File: config.mk
export PLATFORM = sky130hd
export DESIGN_NAME = axi_txn_sequencer
export DESIGN_NICKNAME = d
export VERILOG_FILES = /design/src/rtl/axi_txn_sequencer.sv
export SDC_FILE = /design/constraint.sdc
export NUM_CORES = 1
export LEC_CHECK = 0
export CAP_MARGIN = 10
export CORE_MARGIN = 4
export CORE_UTILIZATION = 58
export CTS_CLUSTER_DIAMETER = 200
export DETAILED_ROUTE_END_ITERATION = 8
export DONT_BUFFER_PORTS = 1
export PLACE_DENSITY = 0.74
export SETUP_SLACK_MARGIN = 0.02
export SYNTH_ARGS = -nofsm -noshare
export SYNTH_HDL_FRONTEND = slang
export SYNTH_SLANG_ARGS = --single-unit
File: constraint.sdc
create_clock -name ACLK -period 2.63 [get_ports ACLK]
set_clock_uncertainty 0.15 [all_clocks]
set_input_delay 0.263 -clock ACLK [delete_from_list [all_inputs] [get_ports ACLK]]
set_output_delay 0.263 -clock ACLK [all_outputs]
set_load 0.03 [all_outputs]
File: src/rtl/axi_txn_sequencer.sv
// axi_txn_sequencer: starts each enabled AXI4-Lite master test engine in turn,
// in ascending index order. It waits for a rising TXN_DONE or a timeout,
// records sticky error and timeout status per master, and repeats the whole
// round NUM_PASSES times. All outputs are registered.
module axi_txn_sequencer #(
   parameter int NUM_MASTERS    = 4,
   parameter int PASS_W         = 8,
   parameter int TIMEOUT_CYCLES = 4096,
   parameter bit STOP_ON_ERROR  = 1'b0,
   localparam int CUR_W = (NUM_MASTERS > 1) ? $clog2(NUM_MASTERS) : 1,
   localparam int TMR_W = $clog2(TIMEOUT_CYCLES)
) (
   input  logic                   ACLK,
   input  logic                   ARESET,
   input  logic                   START,
   input  logic [NUM_MASTERS-1:0] ENABLE_MASK,
   input  logic [PASS_W-1:0]      NUM_PASSES,
   output logic [NUM_MASTERS-1:0] INIT_AXI_TXN,
   input  logic [NUM_MASTERS-1:0] TXN_DONE,
   input  logic [NUM_MASTERS-1:0] TXN_ERROR,
   output logic                   BUSY,
   output logic                   SEQ_DONE,
   output logic                   SEQ_ERROR,
   output logic [NUM_MASTERS-1:0] ERROR_MASK,
   output logic [NUM_MASTERS-1:0] TIMEOUT_MASK,
   output logic [PASS_W-1:0]      PASS_CNT,
   output logic [CUR_W-1:0]       CUR_MASTER
);

   localparam logic [2:0] S_IDLE    = 3'd0;
   localparam logic [2:0] S_ISSUE   = 3'd1;
   localparam logic [2:0] S_WAIT    = 3'd2;
   localparam logic [2:0] S_ADVANCE = 3'd3;
   localparam logic [2:0] S_FINISH  = 3'd4;

   logic [2:0]             state_q,     state_d;
   logic [NUM_MASTERS-1:0] mask_q,      mask_d;
   logic [PASS_W-1:0]      passes_q,    passes_d;
   logic [PASS_W-1:0]      pass_cnt_q,  pass_cnt_d;
   logic [CUR_W-1:0]       cur_q,       cur_d;
   logic [TMR_W-1:0]       timer_q,     timer_d;
   logic [NUM_MASTERS-1:0] init_q,      init_d;
   logic [NUM_MASTERS-1:0] err_q,       err_d;
   logic [NUM_MASTERS-1:0] tmo_q,       tmo_d;
   logic                   busy_q,      busy_d;
   logic                   seq_done_q,  seq_done_d;
   logic                   seq_error_q, seq_error_d;
   logic [NUM_MASTERS-1:0] done_q;

   logic                   txn_event;
   logic [CUR_W:0]         next_hit;
   logic [PASS_W-1:0]      pass_inc;

   // Lowest set index of a mask (0 when the mask is empty).
   function automatic logic [CUR_W-1:0] lowest_idx(input logic [NUM_MASTERS-1:0] m);
      lowest_idx = '0;
      for (int i = NUM_MASTERS - 1; i >= 0; i--) begin
         if (m[i]) lowest_idx = CUR_W'(i);
      end
   endfunction

   // {found, index} of the lowest enabled master strictly above cur.
   function automatic logic [CUR_W:0] next_above(input logic [NUM_MASTERS-1:0] m,
                                                 input logic [CUR_W-1:0]       cur);
      next_above = '0;
      for (int i = NUM_MASTERS - 1; i >= 0; i--) begin
         if (m[i] && (i > int'(cur))) next_above = {1'b1, CUR_W'(i)};
      end
   endfunction

   // Only a fresh rising edge of the serviced master's DONE counts; a level
   // left high from an earlier transaction is ignored.
   assign txn_event = TXN_DONE[cur_q] & ~done_q[cur_q];
   assign next_hit  = next_above(mask_q, cur_q);
   assign pass_inc  = pass_cnt_q + PASS_W'(1);

   // Next-state and next-output logic for the sequencing FSM.
   always_comb begin
      // NOTE: every _d starts from its held value, so no path can infer a latch.
      state_d    = state_q;
      mask_d     = mask_q;
      passes_d   = passes_q;
      pass_cnt_d = pass_cnt_q;
      cur_d      = cur_q;
      timer_d    = timer_q;
      err_d      = err_q;
      tmo_d      = tmo_q;
      busy_d     = busy_q;
      init_d     = '0;
      seq_done_d = 1'b0;

      case (state_q)
         S_IDLE: begin
            if (START) begin
               mask_d     = ENABLE_MASK;
               passes_d   = NUM_PASSES;
               pass_cnt_d = '0;
               err_d      = '0;
               tmo_d      = '0;
               busy_d     = 1'b1;
               cur_d      = lowest_idx(ENABLE_MASK);
               if ((ENABLE_MASK == '0) || (NUM_PASSES == '0)) state_d = S_FINISH;
               else                                           state_d = S_ISSUE;
            end
         end
         S_ISSUE: begin
            init_d  = NUM_MASTERS'(1) << cur_q;
            timer_d = '0;
            state_d = S_WAIT;
         end
         S_WAIT: begin
            // A completion on the last allowed cycle beats the timeout.
            if (txn_event) begin
               err_d[cur_q] = err_q[cur_q] | TXN_ERROR[cur_q];
               state_d      = S_ADVANCE;
            end else if (timer_q == TMR_W'(TIMEOUT_CYCLES - 1)) begin
               tmo_d[cur_q] = 1'b1;
               state_d      = S_ADVANCE;
            end else begin
               timer_d = timer_q + TMR_W'(1);
            end
         end
         S_ADVANCE: begin
            if (STOP_ON_ERROR && seq_error_q) begin
               state_d = S_FINISH;
            end else if (next_hit[CUR_W]) begin
               cur_d   = next_hit[CUR_W-1:0];
               state_d = S_ISSUE;
            end else begin
               pass_cnt_d = pass_inc;
               if (pass_inc == passes_q) begin
                  state_d = S_FINISH;
               end else begin
                  cur_d   = lowest_idx(mask_q);
                  state_d = S_ISSUE;
               end
            end
         end
         S_FINISH: begin
            seq_done_d = 1'b1;
            busy_d     = 1'b0;
            state_d    = S_IDLE;
         end
         default: state_d = S_IDLE;
      endcase

      // Derived from the next mask values so it moves together with them.
      seq_error_d = (|err_d) | (|tmo_d);
   end

   // State and output registers; reset aborts any sequence immediately.
   always_ff @(posedge ACLK) begin
      // NOTE: non-blocking assignments so every register samples pre-edge values.
      if (ARESET) begin
         state_q     <= S_IDLE;
         mask_q      <= '0;
         passes_q    <= '0;
         pass_cnt_q  <= '0;
         cur_q       <= '0;
         timer_q     <= '0;
         init_q      <= '0;
         err_q       <= '0;
         tmo_q       <= '0;
         busy_q      <= 1'b0;
         seq_done_q  <= 1'b0;
         seq_error_q <= 1'b0;
         done_q      <= '0;
      end else begin
         state_q     <= state_d;
         mask_q      <= mask_d;
         passes_q    <= passes_d;
         pass_cnt_q  <= pass_cnt_d;
         cur_q       <= cur_d;
         timer_q     <= timer_d;
         init_q      <= init_d;
         err_q       <= err_d;
         tmo_q       <= tmo_d;
         busy_q      <= busy_d;
         seq_done_q  <= seq_done_d;
         seq_error_q <= seq_error_d;
         done_q      <= TXN_DONE;
      end
   end

   assign INIT_AXI_TXN = init_q;
   assign BUSY         = busy_q;
   assign SEQ_DONE     = seq_done_q;
   assign SEQ_ERROR    = seq_error_q;
   assign ERROR_MASK   = err_q;
   assign TIMEOUT_MASK = tmo_q;
   assign PASS_CNT     = pass_cnt_q;
   assign CUR_MASTER   = cur_q;

endmodule
==> results.toml, run 1 <==
[timing]
fin_setup_tns_ns = 0
hold_violations = 0
final_max_slew_viol_count = 0
max_clock_freq_ghz = 0.413
setup_viol = 0
slew_headroom_pct = 52.2
layout_setup_ws_ns = 0.207
period_needed_ns = 2.42
rsz0062_at_grt = "no"
worst_pin_slew_ns = 0.712
timing.final.crit_share_pct = 92.1

[critical_path]
r2r_cells = 7
crit_required_ns = 2.66
critPathArrivalTime_ns = 2.45
critPathSlowestCell = "dfxtp_1"
reg2reg_setup_slack_ns = 0.21
path_class = "flop to flop"
critPathCaptureType = "flop"
cp_max_fo = 7
critPathLaunchType = "flop"
cp_slowest_stage_delay_ns = 0.48
path_cells = "ha_2 > xnor2_1 > o211ai_1 > a2111o_1 > or3_4 > o21ai_0 > a21oi_1"

[detailed_routing]
firstDrtPassIters = 4
wl_per_cell_um = 15.3
ant_nets = 0
route.detailed.drc = 0
first_iter_violations = 155
wirelength_um = 6290
viasPerCell = 5.89
vias = 2414

[synthesis]
synthArstFlopShare_pct = 0
syn_area_um2 = 2790
synthSimpleGateAreaFrac_pct = 28.9
synth.mux.area_fraction_pct = 1.16
ys.flop_type = "dfxtp_1"
synth_xor_area_share_pct = 5.33
synth_compound_area_share_pct = 18.8
ys_seq_area_share_pct = 40.1
yosysWarnings = 0
synth.avg_cell_area_um2 = 8.24
syn-num-nets = 364
synthAdderAreaFrac_pct = 0.896
ys_ff_latch = 56
syn_inst = 339
synth_edf_count = 0
synth.distinct_cells = 62
synth_top_family_by_area = "simple AND/OR/NAND/NOR gates"

[cts]
cts_tree = "yes"
clkTransAtPathRegs_ns = 0.10
insertion_delay_ns = 0.32
numCtsBuffers = 5
root_buffer = "clkbuf_8"
htreeDepth = 2
cts_sinks = 56
clockBufferDepth = 2

[power]
combPwrFrac_pct = 18.2
finalPower_mw = 1.76
power.leakage_nw = 1.08
power.density_nw_per_um2 = 567
p_sw_mw = 0.548
ir_worst_vdd_v = 0.000498
seq_power_share_pct = 53.6
clockPowerShare_pct = 28.2
p_int_mw = 1.22
p_sw_share_pct = 31.1

[flow_run]
cap_viol_max_count = 0

[status]
status = "completed"

[floorplanning]
ioPinCount = 48
die_h_um = 77.4
rows = 24
core-area_um2 = 4500
start_util_pct = 62.0
die_w_um = 77.4
die-area_um2 = 5990

[placed_design]
port_buffers = 0
place_hpwl_um = 4330
routabilityCongestion = 0.849
pre_cts_ws_ns = 0.240

[global_route]
grt_start_max_net_pins = 42
use_met3_pct = 5.44
grtUsageMet2_pct = 32.8
grt_usage_pct = 21.2
grt_pass1_vias = 2238
grt_first_pass_wirelength_um = 10500
antenna_found_initial = 0
grt_overflow_total = 0
use_met1_pct = 30.0
grt-busiest-layer = "met2"

[hold_path]
min-delay-path-class = "input port to flop"
min_delay_path_depth = 2

[layout]
final_cell_mix = "dfxtp_1 (56), a21oi_1 (42), nor2_1 (41), nand2_1 (36)"
seq_area_um2 = 1120
fin_util_pct = 69.1
drive_gt1_share_pct = 10.1
multi_input_area_um2 = 1540
fill_cells = 382
final_common_cell = "dfxtp_1"
area_growth_pct = 11.4
layout.nets = 382
n_antenna_cell = 0
layer usage:
| layer | vias up | wire length, µm |
|---|---|---|
| li1 | 1233 | - |
| met3 | 8 | 480 |
| met4 | 0 | 65 |
| met1 | 1106 | 3000 |
| met5 | - | 0 |
| met2 | 67 | 2750 |
path summary, 6_finish.rpt:
kind                                   from          end
worst max register to register  PASS_CNT[0]   state_q[0]
worst max-delay path            PASS_CNT[0]   state_q[0]
worst min register to register  passes_q[0]  passes_q[0]
worst min-delay path                  START         BUSY
cell families (layout without fill, tap and decap cells):
logic type | count (synthesis) | in the layout
compound gates | 84 | 84
xor+xnor | 17 | 17
fa+ha+maj | 2 | 2
buf+inv | 24 | 43
flops | 56 | 56
mux | 2 | 2
simple gates | 154 | 154
timing repair:
action / in CTS / in global routing
resized for setup: 0 / 1
hold endpoints to repair: 41 / 0
setup buffers: 0 / 0
setup endpoints to repair: 0 / 1
hold buffers: 17 / 0
cells in the mapped netlist, types with 4 or more instances:
cell type  count  area [µm²]
dfxtp_1       56        1120
a21oi_1       42         210
nor2_1        41         154
nand2_1       36         135
xnor2_1       16         140
o21ai_0       11        55.1
nand3_1       10        50.1
nor2b_1       10        62.6
clkbuf_1       9        33.8
nor3_1         8        40.0
inv_1          6        22.5
nand2b_1       6        37.5
or3_1          5        31.3
a211oi_1       4        30.0
a32oi_1        4        35.0
nor4_1         4        25.0
or4_1          4        30.0
worst max-delay path: cells and delay by family, from the launching register on:
| kind | cells | cell delay [ns] |
|---|---|---|
| adders and majority gates | 1 | 0.33 |
| AOI/OAI and AO/OA | 4 | 0.78 |
| xor gates and xnor gates | 1 | 0.14 |
| and+or+nand+nor | 1 | 0.40 |
| DFF | 1 | 0.48 |
cell type report:
class / count / share of cell area (%)
Inverter: 6 / 0.724
Multi-Input combinational cell: 259 / 49.5
Clock buffer: 5 / 2.21
Sequential cell: 56 / 36.0
Timing Repair Buffer: 29 / 8.69
Clock inverter: 3 / 0.804
Tap cell: 52 / 2.09
through the flow:
stage | area, µm² | hold slack (ns) | instances
after floorplan | 2790 | 0.241 | 339
after global routing | 3110 | 0.0428 | 410
final | 3110 | 0.0115 | 410
after global placement | 2840 | 0.190 | 385
after CTS | 3110 | 0.00337 | 410
after detailed placement | 2840 | 0.192 | 385
power groups by stage:
stage / Clock (mW) / Sequential (mW) / Combinational, mW
global route: 0.541 / 0.952 / 0.357
detailed placement: 0 / 0.963 / 0.285
floorplan: 0 / 0.951 / 0.247
CTS: 0.504 / 0.943 / 0.318
global placement: 0 / 0.962 / 0.281
finish: 0.497 / 0.945 / 0.321
flip-flops by register name (all words and copies together), names as in the netlist, 2 cells and up:
name	count
CUR_MASTER	2
state_q	3
passes_q	8
INIT_AXI_TXN	4
done_q	4
mask_q	4
timer_q	12
PASS_CNT	8
TIMEOUT_MASK	4
ERROR_MASK	4
Note: power is estimated with default switching activity, not from simulation.
==> run 2: changes to the inputs <==
- CAP_MARGIN: 10 -> default
- CORE_UTILIZATION: 58 -> 57
- PLACE_DENSITY: 0.74 -> 0.75
- clock period: 2.63 -> 2.2 ns (I/O delays scaled with it)
==> run 2 against run 1 <==
  * Final cell count is 7.8% higher
  * Critical path depth is 1 higher
  * Non-clock buffer count is 17 higher
  * Fmax is 13% higher
  * Die area is 1.6% higher
  * Global-route usage is 1.4 points higher
  * Combinational power is 44% higher
  * Largest cell class unchanged
  * Clock power is 15% higher
  * Largest power group unchanged
==> results.toml, run 2 (same netlist as run 1, synthesis figures left out) <==
[status]
status = "completed"

[detailed_routing]
firstDrtPassIters = 4
viasPerCell = 5.66
first_iter_violations = 174
ant_nets = 0
wl_per_cell_um = 14.9
vias = 2503
wirelength_um = 6570
route.detailed.drc = 0

[floorplanning]
rows = 25
die_w_um = 78.0
start_util_pct = 59.1
die_h_um = 78.0
ioPinCount = 48
core-area_um2 = 4720
die-area_um2 = 6080

[global_route]
grt_first_pass_wirelength_um = 11300
grt_pass1_vias = 2467
grt_overflow_total = 0
grt_start_max_net_pins = 42
grt_usage_pct = 22.6
antenna_found_initial = 0

[layout]
drive_gt1_share_pct = 18.7
layout.nets = 399
instances_no_fill = 442
area_growth_pct = 20.7
final_cell_mix = "dfxtp_1 (51), a21oi_1 (41), nor2_1 (40), nand2_1 (36), buf_4 (26)"
fill_cells = 367
largest_register_ffs = 12
regMostFlops = "timer_q"
final_common_cell = "dfxtp_1"
n_antenna_cell = 0

[critical_path]
regToRegEndpoint = "CUR_MASTER[1]"
path_cells = "buf_4 > and4_4 > a21oi_1 > a2111o_1 > buf_6 > nor3_4 > a21oi_1 > o31a_1"
r2r_cells = 8
cp_max_fo = 5
critPathSlowestCell = "a2111o_1"
path_class = "flop to flop"
crit_required_ns = 2.25
cp_slowest_stage_delay_ns = 0.42
r2r-start = "PASS_CNT[0]"
endpoint = "CUR_MASTER[1]"
crit_start = "PASS_CNT[0]"
cpMostUsedCell = "a21oi_1"
critPathArrivalTime_ns = 2.18
critPathLaunchType = "flop"
critPathCaptureType = "flop"
reg2reg_setup_slack_ns = 0.06

[cts]
cts_tree = "yes"
root_buffer = "clkbuf_8"
cts_sinks = 56
htreeDepth = 2
clockBufferDepth = 2
numCtsBuffers = 5
clkTransAtPathRegs_ns = 0.11
insertion_delay_ns = 0.31

[power]
power.density_nw_per_um2 = 638
ir_worst_vdd_v = 0.000443
power.leakage_nw = 1.19
finalPower_mw = 2.15

[flow_run]
cap_viol_max_count = 0

[timing]
rsz0062_at_grt = "yes"
worst_pin_slew_ns = 0.626
final_max_slew_viol_count = 0
layout_setup_ws_ns = 0.0625
slew_headroom_pct = 57.7
setup_viol = 0
hold_violations = 0
max_clock_freq_ghz = 0.468
fin_setup_tns_ns = 0
timing.final.crit_share_pct = 97.2
period_needed_ns = 2.14

[hold_path]
min-delay-path-class = "input port to flop"

[placed_design]
routabilityCongestion = 0.857
pre_cts_ws_ns = 0.0103
dp_cells = 415
port_buffers = 0
place_hpwl_um = 4440
## run 2: changes by cell type in the layout (fill, tap and decap cells not counted), moves of 2 or more
cell and change:
nand3_2 +2, dfxtp_1 -5, dfxtp_2 +3, nand3_1 -2, buf_4 +14, dfxtp_4 +2
## run 2: cell type report
class / count / area [µm²] / area share (%)
multi-input combinational: 259 / 1620 / 48.2
sequential: 56 / 1130 / 33.6
timing repair buffer: 46 / 417 / 12.4
tap: 67 / 83.8 / 2.49
clock buffer: 5 / 68.8 / 2.04
inverter: 6 / 22.5 / 0.668
clock inverter: 3 / 21.3 / 0.631
## run 2: critical path, delay by kind of cell (launching register included)
kind            cells  cell delay, ns
buf+inv             2            0.26
compound gates      4            0.86
simple gates        2            0.38
flops               1            0.37
## run 2: routing by layer
layer / part of all wire, % / wire (µm) / global-route usage (%)
met1: 47 / 3080 / 31.5
met2: 47 / 3060 / 35.0
met3: 5.2 / 342 / 5.34
met4: 1.2 / 78 / 6.47
met5: 0 / 0 / 0
## run 2: report_power, final
| group | switching, mW | leakage [nW] | total, mW | internal [mW] |
|---|---|---|---|---|
| logic | 0.257 | 0.685 | 0.463 | 0.206 |
| registers | 0.0576 | 0.458 | 1.12 | 1.06 |
| clock network | 0.345 | 0.0445 | 0.572 | 0.227 |
| total | 0.660 | 1.19 | 2.15 | 1.49 |
## run 2: worst min path at each step
stage                start           to  depth (start not counted)  slack, ns
2_1_floorplan  TXN_DONE[0]    done_q[0]                          1       0.20
3_3_place_gp        ARESET  PASS_CNT[1]                          1       0.14
3_5_place_dp        ARESET  PASS_CNT[2]                          1       0.14
4_1_cts             ARESET   state_q[0]                          3      0.007
5_1_grt             ARESET   state_q[2]                          3       0.04
6_report            ARESET   state_q[2]                          3       0.02
## run 2: metrics by stage
stage                     hold WS, ns  cell area (µm²)  utilization (%)
after global routing           0.0374             3370             71.3
after detailed placement        0.142             2990             63.4
final                          0.0184             3370             71.3
after global placement          0.140             2990             63.4
after CTS                     0.00673             3270             69.3
after floorplan                 0.198             2810                -
## run 2: timing repair
action | in CTS | in global routing
setup endpoints to repair | 3 | 14
buffers inserted | 0 | 1
gates resized for setup | 0 | 18
hold buffers | 18 | 0
endpoints found under the hold margin | 44 | 0
pin swaps | 1 | 9
==> run 3: changes to the inputs <==
- ABC_AREA: default -> 1
==> run 3 against run 2 <==
  * First-iteration DRC count is 1.1% higher
  * Clock-buffer cell count rose by 1
  * Combinational power rose by 46%
  * Critical path depth increased by 7
  * Worst hold slack worse by 0.0077 ns
  * Sequential share of layout area shrank 1.2 points
  * Largest power group unchanged
  * Synthesized cell count rose by 38%
==> results.toml, run 3 <==
[layout]
drive_gt1_share_pct = 10.8
seq_area_um2 = 1120
layout.nets = 523
fin_util_pct = 66.9
final_common_cell = "nand2_1"
post-route-cell-area_um2 = 3460
regMostFlops = "timer_q"
area_growth_pct = 13.0
fill_cells = 456
n_antenna_cell = 0
largest_register_ffs = 12
multi_input_area_um2 = 1640
final_cell_mix = "nand2_1 (121), nor2_1 (63), inv_1 (61), dfxtp_1 (55), a21oi_1 (41)"

[placed_design]
place_area_um2 = 3210
place_hpwl_um = 5340
routabilityCongestion = 0.866
port_buffers = 0

[synthesis]
synth.distinct_cells = 32
syn_inst = 468
syn_area_um2 = 3060
synthArstFlopShare_pct = 0
synth_top_area_share_pct = 36.6
synth.avg_cell_area_um2 = 6.54
synth_common_cells = "nand2_1 (121), nor2_1 (63), inv_1 (61)"
ys_seq_area_share_pct = 36.6
ys_top_cells_by_area = "dfxtp_1 (37%), nand2_1 (15%), nor2_1 (7.7%)"
yosysTopAreaCell = "dfxtp_1"
syn-num-nets = 493
ys_ff_latch = 56
ys.flop_type = "dfxtp_1"
yosysWarnings = 0
synth_edf_count = 0
post-synth-top-count-cell = "nand2_1"

[floorplanning]
die_h_um = 81.3
die-area_um2 = 6610
ioPinCount = 48
rows = 26
core-area_um2 = 5170
die_w_um = 81.3
start_util_pct = 59.2

[global_route]
grt_usage_pct = 23.0
grt_overflow_total = 0
grt_start_max_net_pins = 33
grt_pass1_vias = 2755
antenna_found_initial = 0
grt_first_pass_wirelength_um = 12000

[timing]
max_clock_freq_ghz = 0.501
hold_violations = 0
setup_viol = 0
whs_ns = 0.0107
slew_headroom_pct = 73.4
final_max_slew_viol_count = 0
period_needed_ns = 2.00
rsz0062_at_grt = "no"
fin_setup_tns_ns = 0
timing.final.crit_share_pct = 90.7
worst_pin_slew_ns = 0.396

[power]
seq_power_share_pct = 48.8
p_sw_share_pct = 35.7
ir_worst_vdd_v = 0.000336
power.leakage_nw = 1.54
combPwrFrac_pct = 28.4
finalPower_mw = 2.38
clockPowerShare_pct = 22.8
p_int_mw = 1.53
power.density_nw_per_um2 = 687
p_sw_mw = 0.848

[critical_path]
critPathLaunchType = "flop"
path_cells = "ha_1 > nand2_1 > inv_1 > nand2_1 > nand2_1 > nand2_1 > nand2_1 > nand2_1 > nor2_1 > nand3_2 > nand2_2 > nand2_2 > nand2_1 > nand2_1 > nor2_1"
r2r-start = "PASS_CNT[0]"
regToRegEndpoint = "CUR_MASTER[0]"
r2r_cells = 15
cp_max_fo = 4
crit_required_ns = 2.30
path_class = "flop to flop"
critPathSlowestCell = "dfxtp_1"
critPathCaptureType = "flop"
reg2reg_setup_slack_ns = 0.20
critPathArrivalTime_ns = 2.09
cpMostUsedCell = "nand2_1"
cp_slowest_stage_delay_ns = 0.39

[cts]
cts_sinks = 56
root_buffer = "clkbuf_8"
clockBufferDepth = 2
clkTransAtPathRegs_ns = 0.10
numCtsBuffers = 5
insertion_delay_ns = 0.32
htreeDepth = 2
cts_tree = "yes"

[hold_path]
worstHoldStart = "ARESET"
min_delay_path_depth = 2
min-delay-path-class = "input port to flop"
hold_end = "timer_q[11]"

[detailed_routing]
viasPerCell = 5.22
vias = 2963
wirelength_um = 7200
firstDrtPassIters = 5
first_iter_violations = 176
route.detailed.drc = 0
ant_nets = 0
wl_per_cell_um = 12.7

[status]
status = "completed"

[flow_run]
cap_viol_max_count = 0
==> run 3: worst max-delay path, delay by kind of cell, from the launching register on <==
family | cells | cell delay [ns]
and+or+nand+nor | 13 | 1.10
adders and majority gates | 1 | 0.21
DFF | 1 | 0.39
buffers and inverters | 1 | 0.09
==> run 3: how the worst max path moves through the flow <==
stage,startpoint,endpoint,slack (ns),cells past startpoint
floorplan,PASS_CNT[0],CUR_MASTER[0],0.22,12
global placement,CUR_MASTER[0],SEQ_ERROR,0.25,11
detailed placement,CUR_MASTER[0],SEQ_ERROR,0.17,13
CTS,CUR_MASTER[0],SEQ_ERROR,0.13,13
global route,state_q[2],PASS_CNT[0],0.04,9
finish,PASS_CNT[0],CUR_MASTER[0],0.20,15
==> run 3: layout make-up <==
class / count / share of cell area (%)
Clock buffer: 6 / 2.10
Multi-Input combinational cell: 339 / 47.3
Tap cell: 70 / 2.53
Inverter: 63 / 6.91
Clock inverter: 1 / 0.145
Sequential cell: 56 / 32.4
Timing Repair Buffer: 33 / 8.60
==> run 3: logic make-up (layout without fill, tap and decap cells) <==
kind of cell | Yosys count | count (layout) | synth area share [%]
flip-flops | 56 | 56 | 36.6
AO/OA/AOI/OAI | 66 | 66 | 11.4
adder cells (fa/ha/maj) | 2 | 2 | 0.817
buffers and inverters | 73 | 103 | 10.1
XOR/XNOR | 5 | 5 | 1.43
AND/OR/NAND/NOR | 266 | 266 | 39.7
==> run 3: power by group through the flow <==
| stage | clock (mW) | combinational (mW) | sequential, mW |
|---|---|---|---|
| global route | 0.593 | 0.758 | 1.17 |
| detailed placement | 0 | 0.630 | 1.18 |
| global placement | 0 | 0.618 | 1.18 |
| floorplan | 0 | 0.507 | 1.18 |
| finish | 0.542 | 0.677 | 1.16 |
| CTS | 0.550 | 0.669 | 1.16 |
==> run 3: per-layer routing <==
layer	GRT usage, %	share of wire (%)
met2	37.9	46
met5	0	0
met4	6.25	1.2
met3	5.21	5.0
met1	30.0	48
==> run 3: what timing repair did <==
item                       in CTS  in global routing
hold endpoints to repair       41                  0
hold buffers                   16                  0
resized for setup               0                  2
setup buffers                   0                  0
setup endpoints to repair       0                  6
==> run 3: through the flow <==
| step | setup slack, ns | std cells |
|---|---|---|
| 2_1_floorplan | 0.219 | 468 |
| 3_3_place_gp | 0.250 | 545 |
| 3_5_place_dp | 0.166 | 545 |
| 4_1_cts | 0.130 | 568 |
| 5_1_grt | 0.0355 | 568 |
| 6_report | 0.204 | 568 |
